## src/rtl/output_drain_rr.sv

```systemverilog
// Reader side of the switch output FIFOs: round-robin pops one non-empty
// FIFO at a time, forwards the word on a valid/ready stream tagged with its
// port, flags the first destination mismatch and keeps saturating per-port
// word counts.
module output_drain_rr #(
    parameter int data_width = 10,
    parameter int cnt_width  = 8
) (
    input  logic                  clk,
    input  logic                  reset,
    input  logic                  enable,
    input  logic [3:0]            empty_out,
    input  logic [data_width-1:0] data_in0,
    input  logic [data_width-1:0] data_in1,
    input  logic [data_width-1:0] data_in2,
    input  logic [data_width-1:0] data_in3,
    output logic [3:0]            pop,
    output logic [data_width-1:0] out_data,
    output logic [1:0]            out_port,
    output logic                  out_valid,
    input  logic                  out_ready,
    output logic                  err_dest,
    output logic [1:0]            err_port,
    output logic [cnt_width-1:0]  cnt0,
    output logic [cnt_width-1:0]  cnt1,
    output logic [cnt_width-1:0]  cnt2,
    output logic [cnt_width-1:0]  cnt3
);

    typedef enum logic [1:0] {IDLE, CAPTURE, SEND} state_t;

    state_t                state;
    state_t                next_state;
    logic [1:0]            last_grant;
    logic [1:0]            next_grant;
    logic [1:0]            idx;
    logic                  have_cand;
    logic                  do_pop;
    logic [data_width-1:0] sel_data;
    logic [cnt_width-1:0]  cnt [4];

    // Search the ports starting just after the last grant; first non-empty wins.
    always_comb begin
        have_cand  = 1'b0;
        next_grant = last_grant;
        idx        = '0;
        for (int k = 1; k <= 4; k++) begin
            idx = last_grant + 2'(k);
            if (!have_cand && !empty_out[idx]) begin
                have_cand  = 1'b1;
                next_grant = idx;
            end
        end
    end

    // Next-state and pop decision; a pop may overlap the accepting SEND cycle.
    always_comb begin
        next_state = state;
        do_pop     = 1'b0;
        case (state)
            IDLE: begin
                if (enable && have_cand) begin
                    do_pop     = 1'b1;
                    next_state = CAPTURE;
                end
            end
            CAPTURE: next_state = SEND;
            SEND: begin
                if (out_ready) begin
                    if (enable && have_cand) begin
                        do_pop     = 1'b1;
                        next_state = CAPTURE;
                    end else begin
                        next_state = IDLE;
                    end
                end
            end
            default: next_state = IDLE;
        endcase
    end

    assign pop = do_pop ? (4'b0001 << next_grant) : 4'b0000;

    // The granted FIFO's output, read one cycle after its pop.
    always_comb begin
        case (last_grant)
            2'd0:    sel_data = data_in0;
            2'd1:    sel_data = data_in1;
            2'd2:    sel_data = data_in2;
            default: sel_data = data_in3;
        endcase
    end

    // State register.
    always_ff @(posedge clk or negedge reset) begin
        if (!reset) state <= IDLE;
        else        state <= next_state;
    end

    // Grant pointer; starts at 3 so the first grant goes to port 0.
    always_ff @(posedge clk or negedge reset) begin
        if (!reset)      last_grant <= 2'd3;
        else if (do_pop) last_grant <= next_grant;
    end

    // Output word register and sticky destination-error capture.
    always_ff @(posedge clk or negedge reset) begin
        if (!reset) begin
            out_data  <= '0;
            out_port  <= '0;
            out_valid <= 1'b0;
            err_dest  <= 1'b0;
            err_port  <= '0;
        end else if (state == CAPTURE) begin
            out_data  <= sel_data;
            out_port  <= last_grant;
            out_valid <= 1'b1;
            if ((sel_data[1:0] != last_grant) && !err_dest) begin
                err_dest <= 1'b1;
                err_port <= last_grant;
            end
        end else if (state == SEND && out_ready) begin
            out_valid <= 1'b0;
        end
    end

    // Per-port accepted-word counters that stick at all-ones.
    always_ff @(posedge clk or negedge reset) begin
        if (!reset) begin
            for (int i = 0; i < 4; i++) cnt[i] <= '0;
        end else if (state == SEND && out_ready && (cnt[out_port] != '1)) begin
            cnt[out_port] <= cnt[out_port] + cnt_width'(1);
        end
    end

    assign cnt0 = cnt[0];
    assign cnt1 = cnt[1];
    assign cnt2 = cnt[2];
    assign cnt3 = cnt[3];

endmodule

```

## config.mk

```make
export PLATFORM = sky130hd
export DESIGN_NAME = output_drain_rr
export DESIGN_NICKNAME = d
export VERILOG_FILES = /design/src/rtl/output_drain_rr.sv
export SDC_FILE = /design/constraint.sdc
export NUM_CORES = 1
export LEC_CHECK = 0
export CAP_MARGIN = 15
export CORE_MARGIN = 5
export CORE_UTILIZATION = 25
export CTS_BUF_LIST = sky130_fd_sc_hd__clkbuf_8 sky130_fd_sc_hd__clkbuf_16
export DETAILED_ROUTE_END_ITERATION = 8
export PLACE_DENSITY_LB_ADDON = 0.2
export SLEW_MARGIN = 5
export SYNTH_ARGS = -nofsm -noshare
export SYNTH_HDL_FRONTEND = slang
export SYNTH_SLANG_ARGS = --single-unit
```

## constraint.sdc

```tcl
create_clock -name clk -period 3.21 [get_ports clk]
set_clock_uncertainty 0.15 [all_clocks]
set_input_delay 0.321 -clock clk [delete_from_list [all_inputs] [get_ports clk]]
set_output_delay 0.321 -clock clk [all_outputs]
set_load 0.01 [all_outputs]
```

* Word-level counts from Yosys, hierarchy flattened
Cells that the tools add are included.
** Operators by class
- Equality and inequality tests :: 8
- Add/sub/neg operators :: 4
- Reduce and logical (&&, ||, !) cells :: 19
- Multiplexer cells :: 33
- Shift-type cells :: 1
- Div/mod/pow operators :: 0
- Multipliers :: 0
- Bitwise logic cells :: 1
- Magnitude comparators :: 6
** Operators with widths (count)
- 32-bit bitwise mux :: 1
- 10-bit one-hot mux with 3 select lines :: 1
- 8-bit 2-to-1 mux :: 3
- 8-bit binary-select mux with 2-bit select :: 1
- 8-bit demux with 2-bit select :: 1
- 1-bit 2-to-1 mux :: 13
- 2-bit by 3-bit < comparator with 1-bit output (second input constant) :: 4
- 2-bit 2-to-1 mux :: 6
- 8-bit by 1-bit adder with 8-bit output (second input constant) :: 1
- 1-bit binary-select mux with 2-bit select :: 4
- 1-bit logical AND :: 8
- 8-bit != test (second input constant) :: 1
- 1-bit logical NOT :: 6
- 2-bit one-hot mux with 3 select lines :: 1
- 2-bit adder (second input constant) :: 2
- 2-bit by 1-bit equality test with 1-bit output (second input constant) :: 2
- 2-bit equality test (second input constant) :: 2
- 2-bit logical NOT :: 2
- 4-bit 2-to-1 mux :: 1
- 2-bit != test (second input constant) :: 2
- 2-bit AND reduction :: 2
- 1-bit by 2-bit left shift with 4-bit output (first input constant) :: 1
- 3-bit >= comparator (second input constant) :: 1
- 3-bit by 1-bit < comparator with 1-bit output (second input constant) :: 1
- other kinds (5) :: 5
** Word-level totals
- Register bits :: 52
- Bits in read-only memories :: 0
- Memories :: 0
- Output and inout port bits :: 52
- Latch bits :: 0
- Logic and storage cells :: 83
- RAM bits :: 0
- Bits of input ports :: 48

* Longest topological paths before layout
Gate-level depths: netlist (run 1).
- Depth after elaboration :: 17
- Mapped depth :: 10
- Mapped depth without buffers :: 8

* Least setup slack after synthesis (run 1)
OpenSTA, ideal clock, no wires.
- Kind :: reg-to-output
- From :: register last_grant[0]
- To :: output pop[0]
- Stages on the path, launching flop included :: 10
- Path buffers :: 1
- Arrival time :: 2.507 ns
- Required time :: 2.739 ns
- Slack :: 0.232 ns
- Cell sequence :: dfstp_2 > buf_2 > clkinv_1 > ha_1 > inv_1 > o221ai_1 > a22oi_1 > o22ai_1 > xnor2_1 > nor3b_1
** On the way
- Longest elaborated chain between the ends :: 17
- Elaborated cells between the ends (all ways) :: 33
- Those cells by class :: add/sub (3); shift (1); mux (20); reduce/logical (9)
** Ends and longest elaborated chain
- from (decl) :: line 34 : logic [1:0] last_grant;
- from (signal assigned) :: line 103 : else if (do_pop) last_grant <= next_grant;
- 2-bit adder :: line 48 : idx = last_grant + 2'(k);
- 1-bit binary-select mux with 2-bit select :: line 49 : if (!have_cand && !empty_out[idx]) begin
- 1-bit 2-to-1 mux (implied by the code) :: line 49
- 1-bit logical NOT :: line 49
- 1-bit logical AND :: line 49
- 1-bit 2-to-1 mux :: line 49
- 1-bit logical NOT :: line 49
- 1-bit logical AND :: line 49
- 1-bit 2-to-1 mux :: line 49
- 1-bit logical NOT :: line 49
- 1-bit logical AND :: line 49
- 1-bit 2-to-1 mux :: line 49
- 1-bit logical AND :: line 62, 70
- 1-bit 2-to-1 mux :: line 62, 70
- 1-bit 2-to-1 mux :: line 69 : if (out_ready) begin
- 1-bit one-hot mux with 2 select lines :: line 60 : case (state)
- 4-bit 2-to-1 mux * :: line 82 : assign pop = do_pop ? (4'b0001 << next_grant) : 4'b0000;
- to (decl) :: line 17 : output logic [3:0] pop,
Every way passes the cells marked *; elsewhere a longest branch is shown, timed or not. The select of a mux whose other input is x is not followed.

* Worst setup path after layout (run 1)
- From :: register last_grant[0]
- To :: output pop[1]
Same word-level chain as after synthesis.

==> out/metrics.cfg, run 1 <==
[placed_design]
place_inst = 494
place_congestion = 0.780
io_buffers = 99
place_ws_ps = -55.0
place_hpwl_um = 6010

[global_routing]
grt_max_degree = 28
grt_pass1_vias = 2535
grt_pass1_wl_um = 13200
grt_usage = 0.124
antenna_found_initial = 0
overflow = 0

[sta]
rsz0062_at_grt = no
fmax_mhz = 329
relSlewSlack = 0.599
worst_pin_slew_ps = 601
hold_viol = 0
fin_crit_ps = 3040
finalSetupTns_ps = 0
layout_setup_ws_ps = 173
fin_crit_sh = 0.946
finalSetupViolCount = 0
drv_slew = 0

[worst_setup_path]
r2r_cells = 9
crit_start = last_grant[0]$_DFFE_PN1P_
worstPathArrival_ps = 2570
regToRegStartpoint = last_grant[0]$_DFFE_PN1P_
required_ps = 2740
cp_max_fo = 7
cp-start-kind = flip-flop
cp-end-kind = output port
worstSetupPathType = flip-flop to output port

[clocking]
cts_buffers = 5
cts.sinks = 52
cts_tree = yes
root_buffer = clkbuf_8
clkLatencyLatePin_ps = 310
htreeDepth = 2
clk_pin_slew_ps = 90
clockBufferDepth = 2

[finish]
layout_common_cells = clkdlybuf4s50_1, dfrtp_1, nand2_1
antenna_cells = 0
area_growth_pct = 46.3
final_common_cell = clkdlybuf4s50_1
stdcell_count = 505
drive_above_1_share = 0.151
nets = 417

[power_and_ir_drop]
p_total_w = 0.00322
p_int_w = 0.00192
sequentialPowerShare = 0.310
sw_frac_of_total = 0.403
p_clk_frac = 0.122
powerDensity_mw_per_mm2 = 791
p_leak_nw = 1.69
switching_power_w = 0.00130
ir_drop_mv = 0.564
combPwrFrac = 0.568

[die]
die_w_um = 116
die_h_um = 116
start_util = 0.256
num_rows = 38
dieArea_mm2 = 0.0134
ios = 100
core_area_mm2 = 0.0109

[logic_synthesis]
syn_nets = 314
yosysTopAreaCellShare = 0.449
synth.cell_area_mm2 = 0.00279
syn_avg_cell_area_um2 = 10.7
netlist_top_cells_area = dfrtp_1, nand2_1, o21ai_0
yosysWarnings = 0
synth_top_area_cell = dfrtp_1
ys_types = 41
synthCells = 261
seq_area_frac_synth = 0.468
synth_seq_cells = 52

[hold_path]
min_from = out_data[2]$_DFFE_PN0P_
holdPathStages = 2
hold_path_class = flip-flop to flip-flop

[run]
max-cap-violations = 0

[detailed_routing]
avgViaCountPerCell = 4.74
drcViolationCount = 0
dr.pass1.iters = 4
routed_wl_um = 7840
ant_nets = 0
drt-initial-drc-count = 81
vias = 2392
drt-wirelength-per-cell_um = 15.5

[run_status]
status = complete, no violations

## synth_stat cells
master and n:
clkbuf_1 6, buf_6 4, ha_1 5, nand3_1 2
a21oi_1 9, dfrtp_1 50, o221ai_1 4, dfstp_2 2
and2_1 2, or2_2 1, nor2_1 8, nand2_2 1
o22ai_1 5, xor2_1 4, mux4_2 5, mux2_4 2
nor3_1 5, nand4b_1 1, nand4_4 2, a221oi_1 1
o21ai_1 8, a222oi_1 10, nor3b_1 2, buf_4 1
nand2_1 46, o21ai_0 33, a31oi_1 1, inv_1 5
o21a_1 1, xnor2_1 5, nand4b_4 2, mux4_1 3
a22oi_1 1, and4_4 1, nand2b_1 2, clkinv_1 2
a211oi_1 1, nand3b_1 1, mux2i_1 4, mux2_2 8
buf_2 5
## power by group through the flow
stage	Clock, W	Sequential, W	Combinational (W)
global placement	0	0.00101	0.00171
floorplan	0	0.00102	0.00100
CTS	0.000411	0.00100	0.00178
finish	0.000392	0.000998	0.00183
detailed placement	0	0.00101	0.00173
global route	0.000430	0.00103	0.00205
## layout make-up
class,count,area (um2)
Inverter,7,26.3
Fill cell,1108,6810
Sequential cell,52,1300
Timing Repair Buffer,112,1070
Multi-Input combinational cell,186,1410
Clock inverter,2,11.3
Clock buffer,6,82.6
Tap cell,140,175
## layer usage
layer | global-route usage | routed length (um)
met1 | 0.164 | 3450
met2 | 0.193 | 3540
met3 | 0.0512 | 788
met4 | 0.0258 | 67
met5 | 0 | 0
## metrics by stage
stage	util	hold slack, ps	instance area, um2
floorplan	-	-125	2790
global placement	0.360	217	3920
detailed placement	0.360	221	3920
CTS	0.372	345	4050
global route	0.374	390	4080
finish	0.374	340	4080
## sequential cells by signal, indices dropped and copies added (netlist names)
name	cells
err_port	2
cnt1	8
state	2
cnt0	8
out_data	10
out_valid	1
err_dest	1
last_grant	2
out_port	2
cnt2	8
cnt3	8
## logic make-up (layout without fill, tap and decap cells)
| kind of cell | Yosys count | in the layout | synth area share |
|---|---|---|---|
| compound gates | 74 | 74 | 0.163 |
| xor+xnor | 9 | 9 | 0.0283 |
| fa+ha+maj | 5 | 5 | 0.0225 |
| buf+inv | 23 | 127 | 0.0454 |
| flops | 52 | 52 | 0.468 |
| mux | 22 | 22 | 0.126 |
| simple gates | 76 | 76 | 0.146 |
## timing repair
item | CTS | global route
buffers inserted | 2 | 0
pin swaps | 2 | 1
resized for setup | 9 | 13
setup endpoints to repair | 4 | 4
hold buffers | 1 | 0
endpoints found under the hold margin | 25 | 0
## final timing paths
check,endpoint,slack (ps)
max reg2reg,err_port[0]$_DFFE_PN0P_,310
min,out_data[2]$_DFFE_PN0P_,340
max in group asynchronous,last_grant[0]$_DFFE_PN1P_,1710
min in group asynchronous,cnt0[2]$_DFFE_PN0P_,380
max,pop[1],170
min reg2reg,out_data[2]$_DFFE_PN0P_,340
## critical path, stage by stage, from the launching register on
cell and delay [ps]:
dfstp_2 540, clkinv_1 110, ha_4 320, inv_1 100, o221ai_1 210, a22oi_1 140
o21ai_0 130, nand4b_1 180, buf_4 190, nor3_1 170, clkbuf_2 170
(Power assumes the default switching activity.)
==> run 2, diff against run 1 <==
--- a/config.mk
+++ b/config.mk
@@ -6,6 +6,8 @@
 export NUM_CORES = 1
 export LEC_CHECK = 0
 export CAP_MARGIN = 15
+export CELL_PAD_IN_SITES_DETAIL_PLACEMENT = 1
+export CELL_PAD_IN_SITES_GLOBAL_PLACEMENT = 2
 export CORE_MARGIN = 5
 export CORE_UTILIZATION = 25
 export CTS_BUF_LIST = sky130_fd_sc_hd__clkbuf_8 sky130_fd_sc_hd__clkbuf_16
@@ -15,3 +17,4 @@
 export SYNTH_ARGS = -nofsm -noshare
 export SYNTH_HDL_FRONTEND = slang
 export SYNTH_SLANG_ARGS = --single-unit
+export TNS_END_PERCENT = 10
==> out/metrics.cfg, run 2 (synthesized netlist as in run 1, its figures left out) <==
[clocking]
clk_pin_slew_ps = 90  ; about the same
cts_buffers = 5  ; unchanged
cts.sinks = 52  ; unchanged
htreeDepth = 2  ; unchanged
root_buffer = clkbuf_8
cts_hold_buf = 0  ; -1
clockBufferDepth = 2  ; unchanged
cts_tree = yes
clkLatencyLatePin_ps = 300  ; about the same

[power_and_ir_drop]
powerDensity_mw_per_mm2 = 804  ; +1.7%
p_clk_frac = 0.117  ; -0.005
switching_power_w = 0.00133  ; +2.4%
p_leak_nw = 1.71  ; +0.89%
sequentialPowerShare = 0.294  ; -0.016
sw_frac_of_total = 0.404  ; +0.000636
combPwrFrac = 0.590  ; +0.022
ir_drop_mv = 0.394  ; -30%
p_int_w = 0.00196  ; +2.1%

[detailed_routing]
avgViaCountPerCell = 4.79  ; +1.1%
drcViolationCount = 0  ; unchanged
drt-initial-drc-count = 106  ; +31%
routed_wl_um = 8620  ; +9.9%
vias = 2429  ; +1.5%
dr.pass1.iters = 4  ; unchanged
drt-wirelength-per-cell_um = 17.0  ; +9.5%
ant_nets = 0  ; unchanged

[worst_setup_path]
cp_max_fo = 5  ; -2
critPathMaxStageDelay_ps = 540  ; about the same
cp-end-kind = output port
cp_cell_sequence = clkinv_1 > ha_4 > inv_2 > o221ai_2 > a22oi_1 > o21ai_1 > nand4b_1 > buf_4 > nor3_1 > clkbuf_2
cp-start-kind = flip-flop
worst-path-buf-inv = 4  ; unchanged
worstSetupPathType = flip-flop to output port
required_ps = 2740  ; about the same
worstPathArrival_ps = 2530  ; -40 ps
path_depth = 10  ; unchanged
r2r_cells = 9  ; unchanged
cp_slowest_cell = dfstp_2
crit_family = flip-flops

[finish]
nets = 419  ; +0.48%
final_area_mm2 = 0.00410  ; +0.52%
nFillCells = 1222  ; +10%
drive_above_1_share = 0.161  ; +0.0101
final_common_cell = clkdlybuf4s50_1
layout_common_cells = clkdlybuf4s50_1, dfrtp_1, nand2_1
largest_reg_flops = 10  ; unchanged
regMostFlops = out_data
antenna_cells = 0  ; unchanged
finalCoreUtilization = 0.376  ; +0.00195
area_growth_pct = 47.1

[sta]
fin_crit_sh = 0.934  ; -0.0119
layout_setup_ws_ps = 211  ; +38.3 ps
worst_pin_slew_ps = 688  ; +87.2 ps
fin_crit_ps = 3000  ; -38.3 ps
hold_viol = 28  ; +28
relSlewSlack = 0.541  ; -0.0582
finalSetupViolCount = 0  ; unchanged
holdWs_ps = -13.4  ; -353 ps
drv_slew = 0  ; unchanged
fmax_mhz = 333  ; +1.3%

[die]
ios = 100  ; unchanged
dieArea_mm2 = 0.0134  ; unchanged
die_w_um = 116  ; unchanged
start_util = 0.256  ; unchanged
die_h_um = 116  ; unchanged
num_rows = 38  ; unchanged
core_area_mm2 = 0.0109  ; unchanged

[global_routing]
use_met1 = 0.172  ; +0.00821
met3_usage = 0.0292  ; -0.0219
grt_max_degree = 53  ; +89%
grt_pass1_vias = 2627  ; +3.6%
grt_pass1_wl_um = 13800  ; +4.7%
use_met2 = 0.218  ; +0.0258
globalRoute.busiestLayer = met2
grt_usage = 0.130  ; +0.00541
antenna_found_initial = 0  ; unchanged
overflow = 0  ; unchanged

[placed_design]
placed_area_mm2 = 0.00395  ; +0.70%
place_congestion = 0.746  ; -4.3%
place_hpwl_um = 6430  ; +7.0%
place_ws_ps = -26.0  ; +29.0 ps
io_buffers = 99  ; unchanged

[run_status]
violations = negative hold slack
status = finished, violations left

[hold_path]
hold_path_class = primary input to asynchronous set/reset pin

[run]
max-cap-violations = 0  ; unchanged

[run 2: layout make-up]
cell class	instances	area [um2]	area share
clock buffers	6	82.6	0.0202
clock inverters	2	7.51	0.00183
inverters	7	26.3	0.00641
multi-input cells	186	1410	0.344
flip-flops and latches	52	1300	0.318
well taps	140	175	0.0428
repair buffers	114	1090	0.266
[run 2: timing repair]
action / in CTS / in global routing
setup buffers: 3 / 0
endpoints found under the setup margin: 4 / 4
resized for setup: 10 / 15
pin swaps: 3 / 2
endpoints found under the hold margin: 0 / 0
[run 2: per-layer routing]
metal / up-vias / part of all wire
met2: 53 / 0.48
met4: 0 / 0.0071
met3: 6 / 0.054
met1: 1203 / 0.46
li1: 1167 / -
met5: - / 0
[run 2: stage by stage]
step	total power, W	std cells	TNS, ps
global placement	0.00281	496	0
finish	0.00329	507	0
CTS	0.00328	507	0
floorplan	0.00202	261	0
global route	0.00356	507	-21.7
detailed placement	0.00286	496	-26.0
[run 2: worst reg2reg max path, cell delays in order (launching register included)]
cell,delay [ps]
dfstp_2,540
clkinv_1,120
buf_4,210
ha_1,350
a222oi_1,370
nand2_1,80
o21ai_0,150
xnor2_1,110
a211oi_1,420
mux2_2,390
[run 2: power groups by stage]
| stage | registers [W] | clock network [W] | logic [W] |
|---|---|---|---|
| after floorplan | 0.00102 | 0 | 0.00100 |
| after detailed placement | 0.000987 | 0 | 0.00187 |
| final | 0.000968 | 0.000384 | 0.00194 |
| after CTS | 0.000974 | 0.000401 | 0.00190 |
| after global routing | 0.000997 | 0.000422 | 0.00214 |
| after global placement | 0.000981 | 0 | 0.00183 |
[run 2: final timing paths]
check	startpoint	endpoint	slack (ps)
min in group clk	out_data[6]$_DFFE_PN0P_	out_data[6]$_DFFE_PN0P_	340
min reg2reg	out_data[6]$_DFFE_PN0P_	out_data[6]$_DFFE_PN0P_	340
max in group asynchronous	reset	cnt1[4]$_DFFE_PN0P_	2460
max reg2reg	last_grant[0]$_DFFE_PN1P_	err_port[0]$_DFFE_PN0P_	220
max	last_grant[1]$_DFFE_PN1P_	pop[1]	210
min	reset	err_port[0]$_DFFE_PN0P_	-10
